--- src/rtl/maze_pkg.sv ---
// Shared maze definitions: tile values, move directions, controller states and
// default maze geometry used by the generator, player controller and renderer.
package maze_pkg;
  localparam logic FLOOR = 1'b0;
  localparam logic WALL  = 1'b1;

  localparam int MAZE_WIDTH  = 30;
  localparam int MAZE_HEIGHT = 40;
  localparam int ADDR_W      = 11;
  localparam int COORD_W     = 6;

  typedef enum logic [1:0] {DIR_UP, DIR_DOWN, DIR_LEFT, DIR_RIGHT} dir_e;

  typedef enum logic [2:0] {S_IDLE, S_READY, S_WAIT, S_CHECK, S_WON} ctrl_state_e;

  function automatic logic [15:0] sat_inc16(input logic [15:0] v);
    return (v == 16'hFFFF) ? v : v + 16'd1;
  endfunction
endpackage

--- src/rtl/maze_tile_address.sv ---
// Tile coordinate to linear maze RAM address: WIDTH*y + x at 11 bits.
module maze_tile_address
  import maze_pkg::*;
#(
  parameter int WIDTH = MAZE_WIDTH
) (
  input  logic [COORD_W-1:0] i_x,
  input  logic [COORD_W-1:0] i_y,
  output logic [ADDR_W-1:0]  o_addr
);
  localparam logic [ADDR_W-1:0] W_ROW = ADDR_W'(WIDTH);

  assign o_addr = W_ROW * {5'd0, i_y} + {5'd0, i_x};
endmodule

--- src/rtl/maze_player_controller.sv ---
// Player position controller: arbitrates move pulses, reads the target tile from
// maze RAM (2-cycle latency) and commits the move only onto FLOOR tiles.
module maze_player_controller
  import maze_pkg::*;
#(
  parameter int WIDTH   = MAZE_WIDTH,
  parameter int HEIGHT  = MAZE_HEIGHT,
  parameter int START_X = 0,
  parameter int START_Y = 0
) (
  input  logic               i_clock,
  input  logic               i_reset,
  input  logic               i_gen_end,
  input  logic               i_move_up,
  input  logic               i_move_down,
  input  logic               i_move_left,
  input  logic               i_move_right,
  output logic [ADDR_W-1:0]  o_maze_address,
  input  logic               i_maze_address_data,
  output logic [COORD_W-1:0] o_player_x,
  output logic [COORD_W-1:0] o_player_y,
  output logic               o_move_busy,
  output logic               o_at_exit,
  output logic [15:0]        o_move_count
);
  localparam logic [COORD_W-1:0] X_MAX   = COORD_W'(WIDTH - 1);
  localparam logic [COORD_W-1:0] Y_MAX   = COORD_W'(HEIGHT - 1);
  localparam logic [COORD_W-1:0] X_START = COORD_W'(START_X);
  localparam logic [COORD_W-1:0] Y_START = COORD_W'(START_Y);
  localparam logic [ADDR_W-1:0]  A_START = ADDR_W'(WIDTH * START_Y + START_X);

  // Exits sit on the last row, last two columns, but only the even one is opened.
  function automatic logic f_is_exit(input logic [COORD_W-1:0] x, input logic [COORD_W-1:0] y);
    return (y == Y_MAX) && ((x == X_MAX) || (x == X_MAX - 6'd1)) && !x[0];
  endfunction

  ctrl_state_e        r_state, w_state_nxt;
  logic [COORD_W-1:0] r_px, r_py, r_tx, r_ty;
  logic [COORD_W-1:0] w_px_nxt, w_py_nxt, w_tx_nxt, w_ty_nxt;
  logic               r_wcnt, w_wcnt_nxt;
  logic               r_busy, w_busy_nxt, r_exit, w_exit_nxt;
  logic [15:0]        r_moves, w_moves_nxt;
  logic [ADDR_W-1:0]  r_addr, w_addr;
  logic               w_req, w_in_grid;
  dir_e               w_dir;
  logic [COORD_W-1:0] w_tgt_x, w_tgt_y, w_ax, w_ay;

  always_comb begin
    w_req = 1'b1;
    w_dir = DIR_UP;
    if (i_move_up)         w_dir = DIR_UP;
    else if (i_move_down)  w_dir = DIR_DOWN;
    else if (i_move_left)  w_dir = DIR_LEFT;
    else if (i_move_right) w_dir = DIR_RIGHT;
    else                   w_req = 1'b0;
  end

  // Off-grid checks happen on coordinates before any address is formed.
  always_comb begin
    w_tgt_x   = r_px;
    w_tgt_y   = r_py;
    w_in_grid = 1'b0;
    case (w_dir)
      DIR_UP:    begin w_in_grid = (r_py != '0);    w_tgt_y = r_py - 6'd1; end
      DIR_DOWN:  begin w_in_grid = (r_py != Y_MAX); w_tgt_y = r_py + 6'd1; end
      DIR_LEFT:  begin w_in_grid = (r_px != '0);    w_tgt_x = r_px - 6'd1; end
      DIR_RIGHT: begin w_in_grid = (r_px != X_MAX); w_tgt_x = r_px + 6'd1; end
    endcase
  end

  always_comb begin
    w_state_nxt = r_state;
    w_px_nxt    = r_px;
    w_py_nxt    = r_py;
    w_tx_nxt    = r_tx;
    w_ty_nxt    = r_ty;
    w_wcnt_nxt  = r_wcnt;
    w_busy_nxt  = r_busy;
    w_exit_nxt  = r_exit;
    w_moves_nxt = r_moves;
    case (r_state)
      S_IDLE: if (i_gen_end) begin
        w_state_nxt = S_READY;
        w_px_nxt    = X_START;
        w_py_nxt    = Y_START;
        w_moves_nxt = '0;
        w_exit_nxt  = 1'b0;
      end
      S_READY: if (w_req && w_in_grid) begin
        w_state_nxt = S_WAIT;
        w_tx_nxt    = w_tgt_x;
        w_ty_nxt    = w_tgt_y;
        w_wcnt_nxt  = 1'b0;
        w_busy_nxt  = 1'b1;
      end
      S_WAIT: begin
        w_wcnt_nxt = 1'b1;
        if (r_wcnt) w_state_nxt = S_CHECK;
      end
      S_CHECK: begin
        w_busy_nxt  = 1'b0;
        w_state_nxt = S_READY;
        if (i_maze_address_data == FLOOR) begin
          w_px_nxt    = r_tx;
          w_py_nxt    = r_ty;
          w_moves_nxt = sat_inc16(r_moves);
        end
        if (f_is_exit(w_px_nxt, w_py_nxt)) begin
          w_state_nxt = S_WON;
          w_exit_nxt  = 1'b1;
        end
      end
      S_WON: ;
      default: w_state_nxt = S_IDLE;
    endcase
    // Regeneration abandons whatever is in flight.
    if (!i_gen_end && r_state != S_IDLE) begin
      w_state_nxt = S_IDLE;
      w_px_nxt    = r_px;
      w_py_nxt    = r_py;
      w_moves_nxt = r_moves;
      w_busy_nxt  = 1'b0;
      w_exit_nxt  = 1'b0;
    end
  end

  assign w_ax = (w_state_nxt == S_WAIT) ? w_tx_nxt : w_px_nxt;
  assign w_ay = (w_state_nxt == S_WAIT) ? w_ty_nxt : w_py_nxt;

  maze_tile_address #(.WIDTH(WIDTH)) u_tile_addr (
    .i_x   (w_ax),
    .i_y   (w_ay),
    .o_addr(w_addr)
  );

  always_ff @(posedge i_clock or posedge i_reset) begin
    if (i_reset) begin
      r_state <= S_IDLE;
      r_px    <= X_START;
      r_py    <= Y_START;
      r_tx    <= X_START;
      r_ty    <= Y_START;
      r_wcnt  <= 1'b0;
      r_busy  <= 1'b0;
      r_exit  <= 1'b0;
      r_moves <= '0;
      r_addr  <= A_START;
    end else begin
      r_state <= w_state_nxt;
      r_px    <= w_px_nxt;
      r_py    <= w_py_nxt;
      r_tx    <= w_tx_nxt;
      r_ty    <= w_ty_nxt;
      r_wcnt  <= w_wcnt_nxt;
      r_busy  <= w_busy_nxt;
      r_exit  <= w_exit_nxt;
      r_moves <= w_moves_nxt;
      r_addr  <= w_addr;
    end
  end

  assign o_maze_address = r_addr;
  assign o_player_x     = r_px;
  assign o_player_y     = r_py;
  assign o_move_busy    = r_busy;
  assign o_at_exit      = r_exit;
  assign o_move_count   = r_moves;
endmodule

--- config.mk ---
export PLATFORM = sky130hd
export DESIGN_NAME = maze_player_controller
export DESIGN_NICKNAME = d
export VERILOG_FILES = /design/src/rtl/maze_pkg.sv /design/src/rtl/maze_tile_address.sv /design/src/rtl/maze_player_controller.sv
export SDC_FILE = /design/constraint.sdc
export NUM_CORES = 1
export LEC_CHECK = 0
export ABC_AREA = 1
export CORE_MARGIN = 5
export CORE_UTILIZATION = 28
export CTS_BUF_LIST = sky130_fd_sc_hd__clkbuf_4
export DETAILED_ROUTE_END_ITERATION = 10
export SETUP_SLACK_MARGIN = 0.2
export SKIP_CTS_REPAIR_TIMING = 1
export SLEW_MARGIN = 20
export SYNTH_ARGS = -nofsm -noshare
export SYNTH_HDL_FRONTEND = slang
export SYNTH_HIERARCHICAL = 1
export SYNTH_SLANG_ARGS = --single-unit
--- constraint.sdc ---
create_clock -name i_clock -period 5.5 [get_ports i_clock]
set_input_delay 0.55 -clock i_clock [delete_from_list [all_inputs] [get_ports i_clock]]
set_output_delay 0.55 -clock i_clock [all_outputs]
set_load 0.02 [all_outputs]
==> flow_summary.toml <==
[final_layout]
mostFrequentLayoutCells = "nand2_1, inv_1, dfrtp_1"
area_growth_syn_to_layout_pct = 19.79
diodes = 0
final_nets = 775
final_common_cell = "nand2_1"
layout-drive-gt1-share_pct = 7.923
instances_no_fill = 952

[timing]
setup_violations = 0
fin_skew_ps = 16.24
tightest_slew_ps = 719.9
setup_slack_ps = 607.9
fin_setup_tns_ps = 0
min_period_ps = 4892
layout_worst_path_cycle_share_pct = 88.95
max_freq_ghz = 0.2044
rsz0062_at_grt = "false"
hold_viol = 0
slew_viol_final = 0
slew_headroom_pct = 52.00

[die]
die_w_um = 139.3
core_sq_um = 16470
num_io_pins = 49
fp-row-count = 47
die_y_um = 139.3
die-area_sq_um = 19400
initial_core_util_pct = 28.42

[critical_path]
crit_path_end_kind = "flop"
start_kind = "primary input"
r2r-start = "r_state[2]"
startpoint = "i_maze_address_data"
cp_max_fo = 16
crit_type = "primary input to flop"
arrival_ps = 5180
required_ps = 5790

[drt]
first_pass_iters = 5
via_count = 4194
postRouteAntennaNets = 0
drc = 0
drt-wirelength-per-cell_um = 11.73
wl_um = 11170
drt_iter0_drc = 313
viasPerCell = 4.405

[cts]
clock_path_buffers = 2
cts_root_buffer = "clkbuf_4"
cts_tree = "done"
clkTransAtPathRegs_ps = 100
ctsHtreeMaxLevel = 3
clock_sink_count = 57
numCtsBuffers = 9
worstSkewPairLatency_ps = 400

[global_routing]
grt.total_usage_pct = 11.69
antenna_found_initial = 0
grt_max_degree = 58
grt_first_pass_wirelength_um = 18950
grt_pass1_vias = 3975
grt.overflow.total = 0

[placed_design]
place_inst = 934
gp_congestion = 0.8439
post-place-ws_ps = 85.62
hpwl_um = 8798
port_buffers = 48

[status]
status = "finished, final reports clean"

[synthesis]
syn-instance-count = 669
synthesis.nets = 716
seq_area_frac_synth_pct = 30.48
ys_warn_count = 6
netlist_area_sq_um = 4679
synth.distinct_cells = 41
ys_ff_latch = 57
syn_avg_cell_area_sq_um = 6.995

[pwr]
powerDensity_nw_per_um2 = 369.6
p_leak_nw = 2.797
ir_drop_mv = 0.1026

[flow_run]
drv_cap = 0

[worst_hold_path]
hp-start = "r_wcnt"
hp-class = "flop to flop"
-- Yosys cell counts (all sizes together) --
master / instances / share of area, %
and2: 2 / 0.27
nand4: 8 / 1.1
clkinv: 1 / 0.080
o21ai: 29 / 3.2
dfrtp: 57 / 30
a22oi: 1 / 0.27
o22ai: 12 / 1.6
nand3b: 6 / 0.96
o211a: 1 / 0.21
nor3b: 1 / 0.16
inv: 119 / 9.5
fa: 12 / 5.1
xor2: 20 / 3.7
xnor2: 3 / 0.56
nand3: 44 / 5.0
a31oi: 1 / 0.13
buf: 11 / 1.9
clkbuf: 3 / 0.27
nor2: 43 / 3.8
nand2: 232 / 19
o21bai: 12 / 1.9
or2: 4 / 0.53
ha: 27 / 7.2
a21oi: 13 / 1.5
nor3: 7 / 1.1
-- stage by stage --
| step | utilization, % | hold slack (ps) | cell area [sq um] | power [mW] |
|---|---|---|---|---|
| after floorplan | - | 442.2 | 4679 | 1.432 |
| after global placement | 32.96 | 468.2 | 5428 | 1.737 |
| after detailed placement | 32.96 | 465.6 | 5428 | 1.743 |
| after CTS | 33.85 | 494.9 | 5574 | 2.085 |
| after global routing | 34.04 | 534.1 | 5605 | 2.270 |
| final | 34.04 | 498.6 | 5605 | 2.072 |
-- layer usage --
metal	global-route usage, %	vias up	wire length [um]
met5	0	-	0
met3	2.333	15	409
met1	15.03	1902	5289
met2	19.77	75	5268
li1	-	2202	-
met4	3.708	0	200
-- worst paths after layout --
| path | slack (ps) | end | cells after the start |
|---|---|---|---|
| max in group asynchronous | 4350 | o_player_x[1] | 3 |
| min | 500 | r_wcnt | 2 |
| min reg2reg | 500 | r_wcnt | 2 |
| min in group asynchronous | 660 | o_maze_address[6] | 3 |
| max reg2reg | 840 | o_maze_address[10] | 22 |
| max | 610 | o_maze_address[10] | 28 |
-- critical path, cell delays in order --
cell             delay [ps]
clkdlybuf4s50_1         450
buf_12                  170
inv_2                   160
nand2_1                  90
nand2_1                  80
nand2_1                  70
nor2_1                   80
nand3_1                 120
a21oi_2                 180
nand2_2                 160
nor2_4                  210
nand2_1                  70
nand2_1                 130
fa_1                    470
fa_1                    530
inv_1                    60
fa_1                    430
xnor2_1                 150
ha_1                    340
nand2_1                  90
nor2_1                  110
nand2_1                  60
nand3_2                  80
nand2_2                  70
nor2_4                  100
nand3_1                  70
nand2_1                  60
nand2_1                  40
-- where the power goes --
group	total [mW]	switching, mW	internal (mW)
registers	0.577	0.0649	0.513
logic	1.16	0.733	0.428
clock network	0.334	0.151	0.183
total	2.07	0.949	1.12
-- cells by family (layout without fill, tap and decap cells) --
| kind of cell | count (synthesis) | after routing | share of synthesized area, % |
|---|---|---|---|
| adders and majority gates | 39 | 39 | 12.35 |
| AOI/OAI and AO/OA | 69 | 69 | 8.797 |
| DFF | 57 | 57 | 30.48 |
| xor gates and xnor gates | 23 | 23 | 4.305 |
| buffers and inverters | 134 | 197 | 11.82 |
| and+or+nand+nor | 347 | 347 | 32.25 |
-- final cells by class --
type | instances | area, sq um
inverter | 120 | 450.4
fill | 1746 | 10860
timing repair buffer | 62 | 601.8
clock inverter | 5 | 71.32
multi-input combinational | 478 | 2705
clock buffer | 10 | 75.07
sequential | 57 | 1426
tap | 220 | 275.3
-- state kept, by name, indices dropped and copies added (netlist names) --
| name | count |
|---|---|
| r_wcnt | 1 |
| r_state | 3 |
| o_maze_address | 11 |
| o_move_busy | 1 |
| r_ty | 6 |
| o_move_count | 16 |
| o_at_exit | 1 |
| r_tx | 6 |
| o_player_x | 6 |
| o_player_y | 6 |
(Power assumes the default switching activity.)
==> patch 1, RTL diff (config.mk and constraints unchanged) <==
Encoding of `ctrl_state_e`: now Gray code (3 bits for 5 states).
--- a/src/rtl/maze_pkg.sv
+++ b/src/rtl/maze_pkg.sv
@@ -11,7 +11,7 @@
 
   typedef enum logic [1:0] {DIR_UP, DIR_DOWN, DIR_LEFT, DIR_RIGHT} dir_e;
 
-  typedef enum logic [2:0] {S_IDLE, S_READY, S_WAIT, S_CHECK, S_WON} ctrl_state_e;
+  typedef enum logic [2:0] {S_IDLE = 3'b000, S_READY = 3'b001, S_WAIT = 3'b011, S_CHECK = 3'b010, S_WON = 3'b110} ctrl_state_e;
 
   function automatic logic [15:0] sat_inc16(input logic [15:0] v);
     return (v == 16'hFFFF) ? v : v + 16'd1;
Function: no difference found for any inputs over 10 cycles, from zero or initial values and one cycle with i_reset high; not proved beyond that.
==> patch 1 against the original RTL <==
  * Register-to-register slack gained 0.02 ns
  * Routed wire length is 9.2% higher
  * Global-route usage up 1.2 points
  * Sequential share of layout area grew 0.43 points
  * Clock skew is 0.0032 ns higher
  * Final area fell by 1.7%
  * Sequential cell count stayed put
  * Synthesized area fell by 1.7%
  * Worst setup slack gained 0.056 ns
  * Count of clock-buffer cells in the layout is the same
  * Die area down 1.6%
  * Highest routed layer unchanged
Power is not compared: it rests on default switching activity, and its combinational part moved more than twofold at a synthesized area within 25%.
==> patch 1: results (changes against the original RTL) <==
[critical_path]
crit_start=i_move_up  ; was i_maze_address_data
r2r_setup_slack_ns=0.86  ; was 0.84 ns
arrival_ns=5.16  ; was 5.18 ns
crit_path_end=o_maze_address[10]$_DFF_PP0_  ; unchanged
rr_worst_depth=27  ; was 22
cp_top_family=simple AND/OR/NAND/NOR gates  ; was adder cells
worstReg2RegEnd=o_maze_address[10]$_DFF_PP0_  ; unchanged
slowest_delay_ns=0.54
r2r-start=o_player_x[0]$_DFF_PP0_  ; was r_state[2]$_DFF_PP0_
cp_max_fo=11  ; was 16

[place]
hpwl_mm=9.61  ; was 8.80 mm
place_inst=925  ; was 934
port_buffers=48  ; unchanged
gp_routability_congestion=0.881  ; was 0.844
placed_cell_area_um2=5370  ; was 5430 um2
place_ws_ns=0.0979  ; was 0.0856 ns

[synthesis]
yosysTopAreaCellShare=0.310  ; was 0.305
seq_area_frac_synth=0.310  ; was 0.305
synth-async-reset-ratio=1.00  ; unchanged
postSynthAreaPerCell_um2=6.96  ; was 6.99 um2
synth_warnings=6  ; unchanged
syn_nets=708  ; was 716
netlist_top_cells_area=dfrtp_1 (31%), nand2_1 (20%), inv_1 (7.5%)  ; was dfrtp_1 (30%), nand2_1 (18%), inv_1 (9.1%)
yosysUniqueCellTypes=31  ; was 41
synthTopCellsByCount=nand2_1 (241), inv_1 (92), dfrtp_1 (57), nand3_1 (47), nor2_1 (44)  ; was nand2_1 (221), inv_1 (114), dfrtp_1 (57), nand3_1 (41), nor2_1 (40)

[routing]
vias=4240  ; was 4194
wl_mm=12.2  ; was 11.2 mm
firstDrtPassIters=6  ; was 5
vias_per_cell=4.50  ; was 4.41
drt_iter0_drc=249  ; was 313

[worst_hold_path]
hold_start=r_tx[2]$_DFF_PP0_  ; was r_wcnt$_DFFE_PP0P_
hold_end=r_tx[2]$_DFF_PP0_  ; was r_wcnt$_DFFE_PP0P_
hp-class=flop to flop  ; unchanged

[global_route]
grt_pass1_vias=4101  ; was 3975
antenna_found_initial=1  ; was 0
grt_pass1_wl_mm=20.5  ; was 18.9 mm
track_usage=0.129  ; was 0.117

[clocking]
cts_made_buffers=9  ; unchanged
clkLatencyLatePin_ns=0.43  ; was 0.40 ns

[outcome]
status=finished clean  ; unchanged

[sta]
fin_skew_ns=0.0195  ; was 0.0162 ns
holdWs_ns=0.521  ; was 0.499 ns
fin_crit_sh=0.879  ; was 0.889
slew_headroom=0.507  ; was 0.520

[layout]
layout.nets=767  ; was 775
drive_gt1_frac=0.0772  ; was 0.0792

[pwr]
p_leak_nw=2.79
peakVddDrop_mv=0.293
netSwitchingPower_mw=1.84

## patch 1: cell families after synthesis
family | share of synthesized area
and+or+nand+nor | 0.368
DFF | 0.310
xor gates and xnor gates | 0.0400
adders and majority gates | 0.126
buffers and inverters | 0.0941
AOI/OAI and AO/OA | 0.0623
## patch 1: per-layer routing
layer	track usage	wire length, um	part of all wire	up-vias
li1	-	-	-	2208
met1	0.177	5890	0.48	1920
met2	0.208	5600	0.46	102
met3	0.0197	560	0.046	10
met4	0.0426	142	0.012	0
met5	0	0	0	-
## patch 1: area by class of cell
| type | count | area (um2) |
|---|---|---|
| diodes | 1 | 2.50 |
| clock buffers | 10 | 75.1 |
| clock inverters | 6 | 58.8 |
| fillers | 1745 | 10500 |
| inverters | 95 | 357 |
| multi-input cells | 496 | 2740 |
| flip-flops and latches | 57 | 1430 |
| well taps | 216 | 270 |
| repair buffers | 61 | 581 |
==> patch 2, RTL diff (same settings) <==
Without the edit above. `COORD_W`: 6 -> 3.
--- a/src/rtl/maze_pkg.sv
+++ b/src/rtl/maze_pkg.sv
@@ -7,7 +7,7 @@
   localparam int MAZE_WIDTH  = 30;
   localparam int MAZE_HEIGHT = 40;
   localparam int ADDR_W      = 11;
-  localparam int COORD_W     = 6;
+  localparam int COORD_W     = 3;
 
   typedef enum logic [1:0] {DIR_UP, DIR_DOWN, DIR_LEFT, DIR_RIGHT} dir_e;
 
Interface: changed (resized o_player_x and o_player_y); port bits go from 49 to 43. No check against the original RTL was run, so the function may have changed too.
==> patch 2 against the original RTL <==
  * Sequential cell count fell by 12
  * Total power fell by 39%
  * Worst setup slack improved by 0.60 ns
  * Routed wire length fell by 35%
  * Die area fell by 34%
  * Synthesized cell count fell by 41%
  * Final area fell by 36%
  * Synthesized area fell by 36%
  * Critical path type unchanged
  * Highest routed layer unchanged
==> patch 2: results (changes against the original RTL) <==
[place]
gp_routability_congestion=0.873  ; was 0.844
place_inst=565  ; was 934
port_buffers=42  ; was 48
hpwl_mm=5.60  ; was 8.80 mm

[layout]
stdcell_count=572  ; was 952
drive_gt1_frac=0.0917  ; was 0.0792
fill_cells=1100  ; was 1746
layout.nets=459  ; was 775

[critical_path]
crit_start=i_move_left  ; was i_maze_address_data
crit_path_end=o_maze_address[7]$_DFF_PP0_  ; was o_maze_address[10]$_DFF_PP0_
cp_max_fo=7  ; was 16
arrival_ns=4.56  ; was 5.18 ns
rr_worst_depth=14  ; was 22
r2r_setup_slack_ns=1.74  ; was 0.84 ns

[routing]
wl_mm=7.26  ; was 11.2 mm
vias_per_cell=4.66  ; was 4.41
drt_iter0_drc=140  ; was 313

[synthesis]
netlist_top_cells_area=dfrtp_1 (38%), nand2_1 (16%), nand3_1 (5.7%)  ; was dfrtp_1 (30%), nand2_1 (18%), inv_1 (9.1%)
synthTopCellsByCount=nand2_1 (129), dfrtp_1 (45), nor2_1 (37), inv_1 (35), nand3_1 (34)  ; was nand2_1 (221), inv_1 (114), dfrtp_1 (57), nand3_1 (41), nor2_1 (40)
seq_area_frac_synth=0.378  ; was 0.305
yosysUniqueCellTypes=35  ; was 41

[clocking]
clkLatencyLatePin_ns=0.36  ; was 0.40 ns
path_clk_slew_ns=0.14  ; was 0.10 ns
cts_max_level=2  ; was 3

[global_route]
grt_pass1_wl_mm=12.4  ; was 18.9 mm
grt_pass1_vias=2630  ; was 3975

[outcome]
status=finished clean  ; unchanged

[sta]
slew_headroom=0.454  ; was 0.520

[worst_hold_path]
hold_start=r_ty[1]$_DFF_PP0_  ; was r_wcnt$_DFFE_PP0P_
hold_end=r_ty[1]$_DFF_PP0_  ; was r_wcnt$_DFFE_PP0P_

[pwr]
peakVddDrop_mv=0.198  ; was 0.103 mV
p_leak_nw=1.67  ; was 2.80 nW

==> patch 2: cell count changes after synthesis, sizes merged, moves of 7 or more <==
| cell | unedited run | this run |
|---|---|---|
| a21oi | 13 | 3 |
| dfrtp | 57 | 45 |
| ha | 27 | 9 |
| inv | 119 | 44 |
| nand2 | 232 | 136 |
| nand3 | 44 | 35 |
| o21ai | 29 | 16 |
| o21bai | 12 | 1 |
| o22ai | 12 | 5 |
==> patch 2: area by class of cell <==
class | instances | share of cell area
clock buffers | 5 | 0.0105
clock inverters | 2 | 0.00978
inverters | 44 | 0.0464
multi-input cells | 297 | 0.452
flip-flops and latches | 45 | 0.314
well taps | 136 | 0.0475
repair buffers | 43 | 0.119
==> patch 2: logic make-up after synthesis <==
logic type,after synthesis,synth area share
simple gates,235,0.354
buf+inv,53,0.0786
compound gates,28,0.0601
flops,45,0.378
other cells,1,0.00126
xor+xnor,17,0.0500
fa+ha+maj,15,0.0782
==> patch 2: metal layers <==
layer,vias to the layer above,GRT usage,wire (um)
met3,16,0.0230,333
li1,1332,-,-
met4,0,0.0329,120
met2,63,0.205,3590
met1,1257,0.145,3220
met5,-,0,0
==> patch 2: worst max-delay path: stages <==
cell and delay, ns:
clkdlybuf4s50_1 0.45, nor2_1 0.17, inv_1 0.07, nand2_1 0.20, nand3_1 0.13, fa_1 0.40
nand3b_1 0.19, nand3_1 0.10, nand2_1 0.05, nand2_1 0.07, nand2_1 0.05, nand2_1 0.07
nand3_1 0.06, nand2_1 0.16, fa_1 0.51, ha_1 0.27, fa_1 0.56, nand3_1 0.15
nor2_2 0.15, nand3_1 0.08, nand2_1 0.06, nand2_1 0.05
==> patch 2: where the power goes <==
| part | internal (mW) | switching, mW | total (mW) |
|---|---|---|---|
| Combinational | 0.220 | 0.412 | 0.632 |
| Sequential | 0.396 | 0.0426 | 0.438 |
| Clock | 0.0928 | 0.109 | 0.202 |
| Total | 0.709 | 0.564 | 1.27 |
==> patch 2: per-stage QoR <==
step | area, um2 | setup slack, ns | total power, mW | utilization | hold slack (ns)
finish | 3580 | 1.21 | 1.27 | 0.346 | 0.523
global route | 3580 | 0.954 | 1.38 | 0.346 | 0.552
CTS | 3580 | 1.24 | 1.29 | 0.345 | 0.521
detailed placement | 3510 | 0.843 | 1.08 | 0.338 | 0.487
global placement | 3510 | 1.00 | 1.07 | 0.338 | 0.490
floorplan | 2980 | 1.66 | 0.905 | - | 0.462
